--- src/rtl/mem_lbarb_pkg.sv ---
// rtl/mem_lbarb_pkg.sv - shared states, default timing constants and counter sizing for the local memory arbiter
package mem_lbarb_pkg;

  typedef enum logic [2:0] {
    IDLE    = 3'd0,
    CPU     = 3'd1,
    BUS     = 3'd2,
    REFRESH = 3'd3,
    RECOVER = 3'd4
  } arb_state_e;

  localparam int REF_INTERVAL_DEF   = 624;
  localparam int REF_CYCLES_DEF     = 8;
  localparam int RECOVER_CYCLES_DEF = 2;
  localparam int MAX_CYCLE_DEF      = 32;

  // Bits needed for a counter running 0..n-1, never narrower than one bit.
  function automatic int cnt_width(input int n);
    return (n < 2) ? 1 : $clog2(n);
  endfunction

endpackage

--- src/rtl/mem_refresh_timer.sv ---
// rtl/mem_refresh_timer.sv - free-running refresh interval counter with a single pending request flag
module mem_refresh_timer
  import mem_lbarb_pkg::*;
#(
  parameter int REF_INTERVAL = REF_INTERVAL_DEF
) (
  input  logic clk,
  input  logic rst_n,
  input  logic ref_clr,
  output logic ref_pend
);

  localparam int CW = cnt_width(REF_INTERVAL);
  localparam logic [CW-1:0] CNT_LAST = CW'(REF_INTERVAL - 1);

  logic [CW-1:0] cnt;

  // Count every cycle; a wrap raises pending and outranks a same-cycle clear so no interval is lost.
  always_ff @(posedge clk or negedge rst_n) begin
    if (!rst_n) begin
      cnt      <= '0;
      ref_pend <= 1'b0;
    end else if (cnt == CNT_LAST) begin
      cnt      <= '0;
      ref_pend <= 1'b1;
    end else begin
      cnt <= cnt + 1'b1;
      if (ref_clr) begin
        ref_pend <= 1'b0;
      end
    end
  end

endmodule

--- src/rtl/mem_lbarb.sv ---
// rtl/mem_lbarb.sv - local memory arbiter between CPU, ND-bus and refresh; LBARB_TIMEOUT_EN adds a grant watchdog
module mem_lbarb
  import mem_lbarb_pkg::*;
#(
  parameter int REF_INTERVAL   = REF_INTERVAL_DEF,
  parameter int REF_CYCLES     = REF_CYCLES_DEF,
  parameter int RECOVER_CYCLES = RECOVER_CYCLES_DEF,
  parameter int MAX_CYCLE      = MAX_CYCLE_DEF
) (
  input  logic OSC,
  input  logic MR_n,
  input  logic CRQ_n,
  input  logic CWRITE_n,
  input  logic CDONE_n,
  input  logic BLRQ_n,
  input  logic BWRITE_n,
  input  logic BLOCKL_n,
  input  logic BDRY_n,
  input  logic MOR_n,
  output logic GNT_n,
  output logic CGNT_n,
  output logic BGNT_n,
  output logic REF_n,
  output logic MWRITE_n,
  output logic TOUT
);

  localparam int GMAX_A = (REF_CYCLES > RECOVER_CYCLES) ? REF_CYCLES : RECOVER_CYCLES;
  localparam int GMAX   = (MAX_CYCLE > GMAX_A) ? MAX_CYCLE : GMAX_A;
  localparam int GW     = cnt_width(GMAX);
  localparam logic [GW-1:0] REF_LAST = GW'(REF_CYCLES - 1);
  localparam logic [GW-1:0] REC_LAST = GW'(RECOVER_CYCLES - 1);

  arb_state_e    state, next_state;
  logic [GW-1:0] gcnt;
  logic          blrq_s1, blrq_s2, bwr_s1, bwr_s2;
  logic          fair, fair_set, fair_clr;
  logic          lock_cont;
  logic          mw_lat;
  logic          ref_pend, ref_clr;
  logic          bus_req, cpu_req;
  logic          cpu_hold, bus_hold;
  logic          wd_hit;

  assign bus_req  = !blrq_s2 && MOR_n;
  assign cpu_req  = !CRQ_n && MOR_n;
  assign ref_clr  = (state != REFRESH) && (next_state == REFRESH);
  // A grant is driven only while the master keeps the memory for another cycle, so release shows up one cycle after done.
  assign cpu_hold = (state == CPU) && (next_state == CPU);
  assign bus_hold = (state == BUS) && (next_state == BUS);

`ifdef LBARB_TIMEOUT_EN
  localparam logic [GW-1:0] MAX_LAST = GW'(MAX_CYCLE - 1);
  logic wd_fire;
  logic tout_q;

  assign wd_hit  = (gcnt == MAX_LAST);
  assign wd_fire = wd_hit && (((state == CPU) && CDONE_n) || ((state == BUS) && BDRY_n));
  assign TOUT    = tout_q;

  // Sticky watchdog flag, cleared only by master reset.
  always_ff @(posedge OSC or negedge MR_n) begin
    if (!MR_n) begin
      tout_q <= 1'b0;
    end else if (wd_fire) begin
      tout_q <= 1'b1;
    end
  end
`else
  assign wd_hit = 1'b0;
  assign TOUT   = 1'b0;
`endif

  mem_refresh_timer #(
    .REF_INTERVAL(REF_INTERVAL)
  ) u_refresh_timer (
    .clk     (OSC),
    .rst_n   (MR_n),
    .ref_clr (ref_clr),
    .ref_pend(ref_pend)
  );

  // Two-flop synchroniser for the asynchronous bus request and its write qualifier.
  always_ff @(posedge OSC or negedge MR_n) begin
    if (!MR_n) begin
      blrq_s1 <= 1'b1;
      blrq_s2 <= 1'b1;
      bwr_s1  <= 1'b1;
      bwr_s2  <= 1'b1;
    end else begin
      blrq_s1 <= BLRQ_n;
      blrq_s2 <= blrq_s1;
      bwr_s1  <= BWRITE_n;
      bwr_s2  <= bwr_s1;
    end
  end

  // Next-state decision: refresh first, then bus, then CPU, with the fairness bit letting the CPU win one tie.
  always_comb begin
    next_state = state;
    lock_cont  = 1'b0;
    fair_set   = 1'b0;
    fair_clr   = 1'b0;
    case (state)
      IDLE: begin
        if (ref_pend) begin
          next_state = REFRESH;
        end else if (bus_req && cpu_req && fair) begin
          next_state = CPU;
          fair_clr   = 1'b1;
        end else if (bus_req) begin
          next_state = BUS;
        end else if (cpu_req) begin
          next_state = CPU;
        end
      end
      CPU: begin
        if (!CDONE_n || wd_hit) begin
          next_state = RECOVER;
        end
      end
      BUS: begin
        if (!BDRY_n) begin
          if (!BLOCKL_n && !blrq_s2 && !ref_pend) begin
            lock_cont = 1'b1;
          end else begin
            next_state = RECOVER;
            fair_set   = 1'b1;
          end
        end else if (wd_hit) begin
          next_state = RECOVER;
          fair_set   = 1'b1;
        end
      end
      REFRESH: begin
        if (gcnt == REF_LAST) begin
          next_state = RECOVER;
        end
      end
      RECOVER: begin
        if (gcnt == REC_LAST) begin
          next_state = IDLE;
        end
      end
      default: next_state = IDLE;
    endcase
  end

  // State register plus the per-state cycle counter, restarted on every state change and every locked bus cycle.
  always_ff @(posedge OSC or negedge MR_n) begin
    if (!MR_n) begin
      state <= IDLE;
      gcnt  <= '0;
    end else begin
      state <= next_state;
      if ((next_state != state) || lock_cont || (state == IDLE)) begin
        gcnt <= '0;
      end else begin
        gcnt <= gcnt + 1'b1;
      end
    end
  end

  // Fairness bit and the write qualifier captured when a master is granted.
  always_ff @(posedge OSC or negedge MR_n) begin
    if (!MR_n) begin
      fair   <= 1'b0;
      mw_lat <= 1'b1;
    end else begin
      if (fair_set) begin
        fair <= 1'b1;
      end else if (fair_clr) begin
        fair <= 1'b0;
      end
      if ((state == IDLE) && (next_state == CPU)) begin
        mw_lat <= CWRITE_n;
      end else if ((state == IDLE) && (next_state == BUS)) begin
        mw_lat <= bwr_s2;
      end
    end
  end

  // Registered outputs towards the BD control stage.
  always_ff @(posedge OSC or negedge MR_n) begin
    if (!MR_n) begin
      GNT_n    <= 1'b1;
      CGNT_n   <= 1'b1;
      BGNT_n   <= 1'b1;
      REF_n    <= 1'b1;
      MWRITE_n <= 1'b1;
    end else begin
      GNT_n    <= !(cpu_hold || bus_hold);
      CGNT_n   <= !cpu_hold;
      BGNT_n   <= !bus_hold;
      REF_n    <= !(next_state == REFRESH);
      MWRITE_n <= (cpu_hold || bus_hold) ? mw_lat : 1'b1;
    end
  end

endmodule

--- config.mk ---
export PLATFORM = sky130hd
export DESIGN_NAME = mem_lbarb
export DESIGN_NICKNAME = d
export VERILOG_FILES = /design/src/rtl/mem_lbarb_pkg.sv /design/src/rtl/mem_refresh_timer.sv /design/src/rtl/mem_lbarb.sv
export SDC_FILE = /design/constraint.sdc
export NUM_CORES = 1
export LEC_CHECK = 0
export BUFFER_PORTS_ARGS = -buffer_cell sky130_fd_sc_hd__buf_2
export CELL_PAD_IN_SITES_DETAIL_PLACEMENT = 0
export CELL_PAD_IN_SITES_GLOBAL_PLACEMENT = 1
export CORE_UTILIZATION = 40
export DETAILED_ROUTE_END_ITERATION = 8
export PLACE_DENSITY_LB_ADDON = 0.1
export SYNTH_ARGS = -nofsm -noshare
export SYNTH_HDL_FRONTEND = slang
export SYNTH_HIERARCHICAL = 1
export SYNTH_SLANG_ARGS = --single-unit
--- constraint.sdc ---
create_clock -name OSC -period 1.5 [get_ports OSC]
set_clock_uncertainty 0.1 [all_clocks]
set_input_delay 0.15 -clock OSC [delete_from_list [all_inputs] [get_ports OSC]]
set_output_delay 0.15 -clock OSC [all_outputs]
set_load 0.005 [all_outputs]
==> reports/results.ini <==
[synthesis]
synth_area_leaders = dfrtp_1, dfstp_2, nor2_1, xor2_1, nand2_1
synth_warnings = 6
syn_avg_cell_area_sq_um = 10.9
synthArstFlopShare = 1.00
synth_top_cells_by_count = dfrtp_1, nor2_1, nand2_1
netlist-cell-type-count = 45
synth_edf_count = 0
synthesis.nets = 143
synth-seq-cells = 30
synth_area_leader_cell = dfrtp_1
synth_cells = 130
yosysTopAreaCellShare = 0.352
synth_most_common_cell = dfrtp_1
synth_area_sq_um = 1420
ys_seq_area_frac = 0.537
synth_flop_cell = dfrtp_1

[worst_setup_path]
worst_ep_arrival_time_ps = 1730
criticalPathCategory = reg -> reg
crit_path_end_kind = register
crit_required_ps = 1660
startpoint_type = register
critPathMaxFanout = 3

[clocking]
cts_sinks = 30
cts_tree = done
clk_latency_ps = 320
h-tree-depth = 2
clkTransAtPathRegs_ps = 100
cts_root_buf = clkbuf_4
cts_buffer_depth = 2
cts_made_buffers = 5

[layout]
drive_above_1_share = 0.500
nNetsFinal = 190
fin_util = 0.583
n_fill_cell = 306
area_growth_syn_to_layout_pct = 37.9
largest_register_ffs = 10
num_antenna_cells = 0
seq_area_sq_um = 764
largestRegisters = u_refresh_timer/cnt: 10 flops, gcnt: 5 flops, state: 3 flops
multiInputGateArea_sq_um = 709
largest-register = u_refresh_timer/cnt

[power]
power_density_nw_per_um2 = 1420
vdd_drop_max_mv = 0.726
pwr-share-clk = 0.307
p_switching_uw = 790
power_frac_seq = 0.376
intPower_mw = 1.98
power_leakage_nw = 0.887
p_sw_frac = 0.285
p_comb_frac = 0.317
total_power_mw = 2.77

[global_route]
grt_usage = 0.165
antenna_found_initial = 0
grt_remaining_overflow = 0
grt_pass1_vias = 1055
grt_pass1_wl_mm = 4.38
grt_max_degree = 31

[die]
ios = 16
initial_core_util = 0.423
core_sq_um = 3360
dieArea_sq_um = 3800
rows = 21
die_h_microns = 61.6
chipWidth_microns = 61.6

[min_path]
hp-class = in -> reg

[sta]
fin_tns_setup_ps = -454
grt_setup_unrepaired = yes
hold_viol_final = 0
fin_crit_ps = 1570
setup_viol = 13
drv_slew = 0
final.setup.worst_slack_ps = -68.7
worstMarginPinSlew_ps = 690
period_share = 1.05
hold-worst-slack_ps = 19.0
slew_headroom = 0.540
timing.fmax_ghz = 0.637

[run]
max-cap-violations = 0

[placed_design]
dp_hpwl_mm = 2.00
routabilityCongestion = 0.775
pre_cts_slack_ps = -100
numPortBuffers = 14

[routing]
wl_mm = 2.97
first_pass_iters = 4
drc = 0
num_vias = 1103
drtIter0Drc = 39
drtAntennaViolNets = 0
drt-vias-per-instance = 4.92
avgRoutedWirePerCell_microns = 13.3

[outcome]
outcome = finished, violations left
violations = negative setup slack

[stage by stage]
step	instances	cell area, sq um
after floorplan	130	1420
after detailed placement	205	1660
after CTS	220	1850
after global placement	205	1660
after global routing	224	1960
final	224	1960
[per-layer routing]
layer | part of all wire | GRT usage | up-vias | wire length [microns]
li1 | - | - | 551 | -
met1 | 0.46 | 0.195 | 522 | 1380
met2 | 0.48 | 0.269 | 23 | 1430
met3 | 0.028 | 0.0378 | 7 | 84
met4 | 0.025 | 0.105 | 0 | 75
met5 | 0 | 0 | - | 0
[worst paths after layout]
check / startpoint / end / slack (ps) / depth (start not counted)
worst max-delay path: blrq_s2 / mw_lat / -70 / 5
worst min-delay path: CWRITE_n / mw_lat / 20 / 3
worst max register to register: blrq_s2 / mw_lat / -70 / 5
worst min register to register: blrq_s1 / blrq_s2 / 260 / 0
max in group asynchronous: MR_n / state[1] / 530 / 2
min in group asynchronous: MR_n / fair / 300 / 2
[worst max-delay path, cell delays in order, from the launching register on]
cell	delay (ps)
dfstp_2	570
inv_2	30
a311o_1	300
mux2_4	320
o22ai_2	140
a211oi_2	50
[what timing repair did]
action                                  CTS  global route
pin swaps                                 2            16
endpoints found under the setup margin   13            21
gates resized for setup                   3            21
hold buffers                              4             0
hold endpoints to repair                 23             0
buffers inserted                          3             4
[cell usage in the layout, fill, tap and decap left out, types with 3 or more instances in the layout]
cell / netlist / layout
ha_2: 0 / 3
nand3_1: 6 / 6
xor2_1: 6 / 6
dlygate4sd3_1: 0 / 4
inv_1: 5 / 4
clkbuf_4: 0 / 5
nor2_1: 16 / 14
a21oi_1: 4 / 3
buf_2: 1 / 14
buf_4: 2 / 25
nand2b_1: 4 / 4
dfrtp_1: 20 / 19
dfstp_2: 10 / 10
nand2_1: 11 / 9
[power by group through the flow]
stage               clock, mW  sequential [mW]  combinational [mW]
finish                  0.852             1.04               0.878
global route            0.914             1.07               0.954
CTS                     0.878             1.03               0.737
detailed placement          0             1.05               0.696
global placement            0             1.04               0.683
floorplan                   0             1.04               0.422
[cell families after synthesis]
family,share of synthesized area
AND/OR/NAND/NOR,0.205
flip-flops,0.537
AO/OA/AOI/OAI,0.148
buffers and inverters,0.0273
XOR/XNOR,0.0431
adder cells (fa/ha/maj),0.0264
other,0.00264
multiplexers,0.0106
[area by class of cell]
cell class,count,share of cell area
multi-input cells,92,0.362
repair buffers,43,0.152
well taps,46,0.0294
clock inverters,2,0.0307
inverters,5,0.00958
clock buffers,6,0.0262
flip-flops and latches,30,0.390
(Power assumes the default switching activity.)
